File: src/rtl/sdram_arb_pkg.sv
// Shared definitions for the SDRAM port arbiter: grant encoding, FSM states
// and the fixed-priority winner selection used in IDLE.
package sdram_arb_pkg;

    // Grant encoding: which requester owns the outstanding command.
    localparam logic [1:0] GNT_NONE = 2'd0;
    localparam logic [1:0] GNT_A    = 2'd1;
    localparam logic [1:0] GNT_B    = 2'd2;
    localparam logic [1:0] GNT_REF  = 2'd3;

    // Arbiter FSM states.
    typedef enum logic [1:0] {
        ST_IDLE  = 2'd0,
        ST_ISSUE = 2'd1,
        ST_WAIT  = 2'd2
    } arb_state_t;

    // Priority: urgent refresh, forced B (fairness), A, B, pending refresh.
    function automatic logic [1:0] pick_winner(
        input logic ref_urgent,
        input logic force_b,
        input logic a_req,
        input logic b_req,
        input logic ref_due
    );
        logic [1:0] win;
        win = GNT_NONE;
        if (ref_urgent)            win = GNT_REF;
        else if (force_b && b_req) win = GNT_B;
        else if (a_req)            win = GNT_A;
        else if (b_req)            win = GNT_B;
        else if (ref_due)          win = GNT_REF;
        return win;
    endfunction

endpackage

File: src/rtl/sdram_refresh_timer.sv
// Refresh interval counter plus saturating count of refreshes owed to the
// SDRAM. ref_due when any refresh is owed, ref_urgent when REF_MAX are owed.
module sdram_refresh_timer #(
    parameter int REFRESH_INT = 780,
    parameter int REF_MAX     = 4
) (
    input  logic clk,
    input  logic reset_n,
    input  logic ref_done,
    output logic ref_due,
    output logic ref_urgent
);
    import sdram_arb_pkg::*;

    localparam int CNT_W  = $clog2(REFRESH_INT);
    localparam int PEND_W = $clog2(REF_MAX + 1);

    logic [CNT_W-1:0]  interval_cnt;
    logic [PEND_W-1:0] ref_pending;
    logic              wrap;

    assign wrap       = (interval_cnt == CNT_W'(REFRESH_INT - 1));
    assign ref_due    = (ref_pending != '0);
    assign ref_urgent = (ref_pending == PEND_W'(REF_MAX));

    // Interval counter and owed-refresh bookkeeping; wrap plus completion cancel out.
    // NOTE: sequential state uses non-blocking assignments so every register
    // samples pre-edge values regardless of statement order.
    always_ff @(posedge clk) begin
        if (!reset_n) begin
            interval_cnt <= '0;
            ref_pending  <= '0;
        end else begin
            interval_cnt <= wrap ? '0 : interval_cnt + 1'b1;
            if (wrap && !ref_done) begin
                if (!ref_urgent)
                    ref_pending <= ref_pending + 1'b1;
            end else if (ref_done && !wrap) begin
                if (ref_due)
                    ref_pending <= ref_pending - 1'b1;
            end
        end
    end

endmodule

File: src/rtl/sdram_port_arbiter.sv
// Shares the SDRAM controller command port between port A (cartridge ROM
// reads, latency-critical), port B (REU DMA) and the refresh scheduler.
// One command outstanding at a time; all outputs are registered.
// Optional: define SDRAM_ARB_FAIR_EN to force a B grant after FAIR_LIMIT
// consecutive A grants while B waits; otherwise strict priority.
module sdram_port_arbiter #(
    parameter int ADDR_W      = 25,
    parameter int REFRESH_INT = 780,
    parameter int REF_MAX     = 4
`ifdef SDRAM_ARB_FAIR_EN
    ,
    parameter int FAIR_LIMIT  = 8
`endif
) (
    input  logic              clk,
    input  logic              reset_n,
    input  logic              a_req,
    input  logic              a_we,
    input  logic [ADDR_W-1:0] a_addr,
    input  logic [7:0]        a_wdata,
    output logic              a_ack,
    output logic              a_rvalid,
    output logic [7:0]        a_rdata,
    input  logic              b_req,
    input  logic              b_we,
    input  logic [ADDR_W-1:0] b_addr,
    input  logic [7:0]        b_wdata,
    output logic              b_ack,
    output logic              b_rvalid,
    output logic [7:0]        b_rdata,
    output logic              mem_req,
    output logic              mem_refresh,
    output logic              mem_we,
    output logic [ADDR_W-1:0] mem_addr,
    output logic [7:0]        mem_wdata,
    input  logic              mem_ack,
    input  logic              mem_done,
    input  logic [7:0]        mem_rdata
);
    import sdram_arb_pkg::*;

    arb_state_t state, state_next;
    logic [1:0] gnt;
    logic [1:0] win;
    logic       finish;
    logic       ref_done;
    logic       ref_due;
    logic       ref_urgent;
    logic       force_b;

    sdram_refresh_timer #(
        .REFRESH_INT (REFRESH_INT),
        .REF_MAX     (REF_MAX)
    ) u_timer (
        .clk        (clk),
        .reset_n    (reset_n),
        .ref_done   (ref_done),
        .ref_due    (ref_due),
        .ref_urgent (ref_urgent)
    );

    // The command completes on mem_done in WAIT, or in ISSUE when ack and done coincide.
    assign finish   = mem_done && ((state == ST_WAIT) || (state == ST_ISSUE && mem_ack));
    assign ref_done = finish && (gnt == GNT_REF);

`ifdef SDRAM_ARB_FAIR_EN
    localparam int FAIR_W = $clog2(FAIR_LIMIT + 1);
    logic [FAIR_W-1:0] fair_cnt;

    assign force_b = (fair_cnt == FAIR_W'(FAIR_LIMIT));

    // Count consecutive A grants made while B waits; any B grant or idle B clears it.
    always_ff @(posedge clk) begin
        if (!reset_n)
            fair_cnt <= '0;
        else if (!b_req || win == GNT_B)
            fair_cnt <= '0;
        else if (win == GNT_A)
            fair_cnt <= fair_cnt + 1'b1;
    end
`else
    assign force_b = 1'b0;
`endif

    // FSM state register.
    always_ff @(posedge clk) begin
        if (!reset_n)
            state <= ST_IDLE;
        else
            state <= state_next;
    end

    // Next-state and arbitration decision.
    // NOTE: every variable gets a default first so no path leaves it
    // unassigned, which would otherwise infer a latch.
    always_comb begin
        state_next = state;
        win        = GNT_NONE;
        unique case (state)
            ST_IDLE: begin
                win = pick_winner(ref_urgent, force_b, a_req, b_req, ref_due);
                if (win != GNT_NONE)
                    state_next = ST_ISSUE;
            end
            ST_ISSUE: begin
                if (mem_ack)
                    state_next = mem_done ? ST_IDLE : ST_WAIT;
            end
            ST_WAIT: begin
                if (mem_done)
                    state_next = ST_IDLE;
            end
            default: state_next = ST_IDLE;
        endcase
    end

    // Command latch, ack/rvalid pulses and read data return.
    always_ff @(posedge clk) begin
        if (!reset_n) begin
            gnt         <= GNT_NONE;
            mem_req     <= 1'b0;
            mem_refresh <= 1'b0;
            mem_we      <= 1'b0;
            mem_addr    <= '0;
            mem_wdata   <= '0;
            a_ack       <= 1'b0;
            b_ack       <= 1'b0;
            a_rvalid    <= 1'b0;
            b_rvalid    <= 1'b0;
            a_rdata     <= '0;
            b_rdata     <= '0;
        end else begin
            a_ack    <= 1'b0;
            b_ack    <= 1'b0;
            a_rvalid <= 1'b0;
            b_rvalid <= 1'b0;

            if (win != GNT_NONE) begin
                gnt         <= win;
                mem_req     <= 1'b1;
                mem_refresh <= (win == GNT_REF);
                unique case (win)
                    GNT_A: begin
                        mem_we    <= a_we;
                        mem_addr  <= a_addr;
                        mem_wdata <= a_wdata;
                    end
                    GNT_B: begin
                        mem_we    <= b_we;
                        mem_addr  <= b_addr;
                        mem_wdata <= b_wdata;
                    end
                    default: begin
                        mem_we    <= 1'b0;
                        mem_addr  <= '0;
                        mem_wdata <= '0;
                    end
                endcase
            end

            if (state == ST_ISSUE && mem_ack) begin
                mem_req <= 1'b0;
                a_ack   <= (gnt == GNT_A);
                b_ack   <= (gnt == GNT_B);
            end

            if (finish && !mem_we) begin
                if (gnt == GNT_A) begin
                    a_rdata  <= mem_rdata;
                    a_rvalid <= 1'b1;
                end
                if (gnt == GNT_B) begin
                    b_rdata  <= mem_rdata;
                    b_rvalid <= 1'b1;
                end
            end
        end
    end

endmodule

File: config.mk
export PLATFORM = sky130hd
export DESIGN_NAME = sdram_port_arbiter
export DESIGN_NICKNAME = d
export VERILOG_FILES = /design/src/rtl/sdram_arb_pkg.sv /design/src/rtl/sdram_refresh_timer.sv /design/src/rtl/sdram_port_arbiter.sv
export SDC_FILE = /design/constraint.sdc
export NUM_CORES = 1
export LEC_CHECK = 0
export ABC_AREA = 1
export CAP_MARGIN = 20
export CELL_PAD_IN_SITES_DETAIL_PLACEMENT = 0
export CELL_PAD_IN_SITES_GLOBAL_PLACEMENT = 1
export CORE_MARGIN = 10
export CORE_UTILIZATION = 38
export DETAILED_ROUTE_END_ITERATION = 8
export DONT_BUFFER_PORTS = 1
export PLACE_DENSITY = 0.8
export RECOVER_POWER = 50
export SYNTH_ARGS = -nofsm -noshare
export SYNTH_HDL_FRONTEND = slang
export SYNTH_SLANG_ARGS = --single-unit
export TNS_END_PERCENT = 30
File: constraint.sdc
create_clock -name clk -period 2.7 [get_ports clk]
set_input_delay 0.54 -clock clk [delete_from_list [all_inputs] [get_ports clk]]
set_output_delay 0.54 -clock clk [all_outputs]
set_load 0.05 [all_outputs]
==> results.yml <==
routing:
  routed_wirelength_um: 8310
  viasPerCell: 5.14
  m1WireLength_um: 3380
  wl_per_cell_um: 16.4
  antenna_left: 0
  met2_length_um: 4110
  wl_met3_um: 623
  drtIter0Drc: 88
  first_pass_iters: 4
  num_vias: 2600
  drc: 0
  top_layer: "met4"
timing:
  fin_crit_sh: 0.784
  fin_crit_ps: 2120
  timing.setup.tns_ps: 0
  final-hold-violation-count: 0
  worstMarginPinSlew_ps: 1110
  rsz0062_at_grt: "false"
  slew_violations: 0
  fmax_mhz: 473
  worst_slack_ps: 585
  finalSetupViolCount: 0
  clock_skew_ps: 9.08
  slew_headroom: 0.255
die:
  fp-row-count: 33
  die_area_um2: 12500
  core-area_um2: 8180
  dieHeight_um: 112
  start_util: 0.390
  die_w_um: 112
  io_pins: 138
placement:
  dp_slack_ps: 554
  dpl.hpwl_um: 6300
  place_congestion: 0.803
  io_buffers: 0
synth:
  ys_seq_area_frac: 0.458
  synthFlopType: "dfxtp_1"
  yosys_warnings: 0
  syn_avg_cell_area_um2: 7.93
  synth_area_um2: 3190
  synth_edf_count: 0
  yosys_register_bits: 73
  synthArstFlopShare: 0
  synth_fp_nets: 490
  netlist_instances: 402
  synth_cell_types: 33
clock_network:
  clkSinkCount: 73
  clock_latency_ps: 340
  cts-buffers-inserted: 9
  ctsHoldBuffers: 0
  path_clk_slew_ps: 70
  htree_levels: 3
  clk_path_buf_depth: 2
  cts_setup_buffers: 0
  cts_resized: 0
  root_buffer: "clkbuf_8"
  cts_tree: "built"
cells_and_area:
  final_nets: 484
  fill_cells: 872
  final_cell_mix: "nand2_1, dfxtp_1, a21oi_1, inv_1, a22o_1"
  area_delta_synth_final_pct: 6.75
  final_layout_size_suffix_gt1_frac: 0.0798
  diodes: 0
  final_common_cell: "nand2_1"
power:
  ir_worst_vdd_uv: 316
  cellPowerDensity_nw_per_um2: 642
  power.total_mw: 2.19
  cellLeakagePower_nw: 1.26
grt:
  grt-ovfl-total: 0
  grt_max_degree: 35
  grt_pass1_vias: 2600
  antenna_found_initial: 0
  grt_pass1_wl_um: 13200
  grt_use_total: 0.128
run:
  cap_viol_max_count: 0
setup_path:
  setup.worst_path.start_class: "flop"
  required_ps: 2900
  critPathArrivalTime_ps: 2320
  worstSetupEndpointType: "flop"
  crit_type: "reg -> reg"
  path_max_fanout: 22
status:
  status: "completed"
min_path:
  hold_class: "in -> reg"
## flip-flops by register name (all words and copies together), names as in the netlist
signal	flops
gnt	2
a_rdata	8
u_timer.ref_pending	3
mem_refresh	1
mem_we	1
mem_wdata	8
b_ack	1
b_rvalid	1
state	2
mem_addr	25
u_timer.interval_cnt	10
a_rvalid	1
a_ack	1
b_rdata	8
mem_req	1
## metrics by stage
stage	utilization	cells	instance area, um2	hold WS, ps
final	0.416	506	3400	275
after global routing	0.416	506	3400	248
after CTS	0.421	506	3440	254
after detailed placement	0.399	490	3270	439
after global placement	0.399	490	3270	429
after floorplan	-	402	3190	418
## power breakdown
group          internal [mW]  switching [mW]  leakage [nW]  total (mW)
sequential              1.11           0.114         0.591        1.22
clock                  0.356           0.397        0.0891       0.753
combinational         0.0810           0.129         0.576       0.210
total                   1.55           0.640          1.26        2.19
## logic make-up (layout without fill, tap and decap cells)
group                      after synthesis  in the layout  synth area share
AOI/OAI and AO/OA                      123            123             0.244
xor gates and xnor gates                 1              1           0.00275
adders and majority gates                6              6            0.0259
buffers and inverters                   63             62            0.0824
DFF                                     73             73             0.458
and+or+nand+nor                        136            136             0.187
## synthesized netlist by cell type, types with 2 or more instances
cell       n  area share
buf_2      9       0.014
inv_1     39       0.046
a21oi_1   57       0.089
a21oi_2    2      0.0055
o21bai_1   2      0.0047
nor3b_1    2      0.0047
a22o_1    34       0.093
o21ai_0   19       0.030
nand3_1    8       0.013
nand2_2    3      0.0059
nor2_2     2      0.0039
nor4_1     2      0.0039
dfxtp_1   73        0.46
nor2_1    19       0.022
nor2_4     2      0.0071
o21ai_2    3      0.0082
buf_6      2      0.0071
clkbuf_1  11       0.013
nand3_2    4       0.013
nand2_1   87        0.10
ha_1       5       0.020
nor3_1     6      0.0094
## routing by layer
metal,vias up,GRT usage
met5,-,0
li1,1330,-
met2,83,0.217
met1,1170,0.139
met3,17,0.0446
met4,0,0.0626
## cell type report
cell class / instances / area, um2 / area share
clock buffers: 11 / 141 / 0.0415
clock inverters: 5 / 31.3 / 0.00919
inverters: 40 / 150 / 0.0441
multi-input cells: 266 / 1430 / 0.420
flip-flops and latches: 73 / 1460 / 0.429
well taps: 105 / 131 / 0.0386
repair buffers: 6 / 57.6 / 0.0169
## worst paths after layout
| kind | start | end | slack (ps) | depth (start not counted) |
|---|---|---|---|---|
| hold reg to reg | u_timer.interval_cnt[0]$_SDFF_PP0_ | u_timer.interval_cnt[0]$_SDFF_PP0_ | 450 | 1 |
| hold / removal | mem_done | state[1]$_SDFFE_PN0P_ | 280 | 1 |
| setup reg to reg | u_timer.ref_pending[0]$_SDFFE_PN0P_ | gnt[1]$_SDFFE_PN0P_ | 580 | 9 |
| setup / recovery | u_timer.ref_pending[0]$_SDFFE_PN0P_ | gnt[1]$_SDFFE_PN0P_ | 580 | 9 |
## critical path, stage by stage, from the launching register on
cell     delay [ps]
dfxtp_1         420
nor2_1          100
nand2_1         110
inv_1            40
o21ai_0         380
ha_1            300
buf_4           270
inv_1           140
o21ai_0         170
a21oi_1          60
No activity file was read; power rests on OpenSTA's default activity.
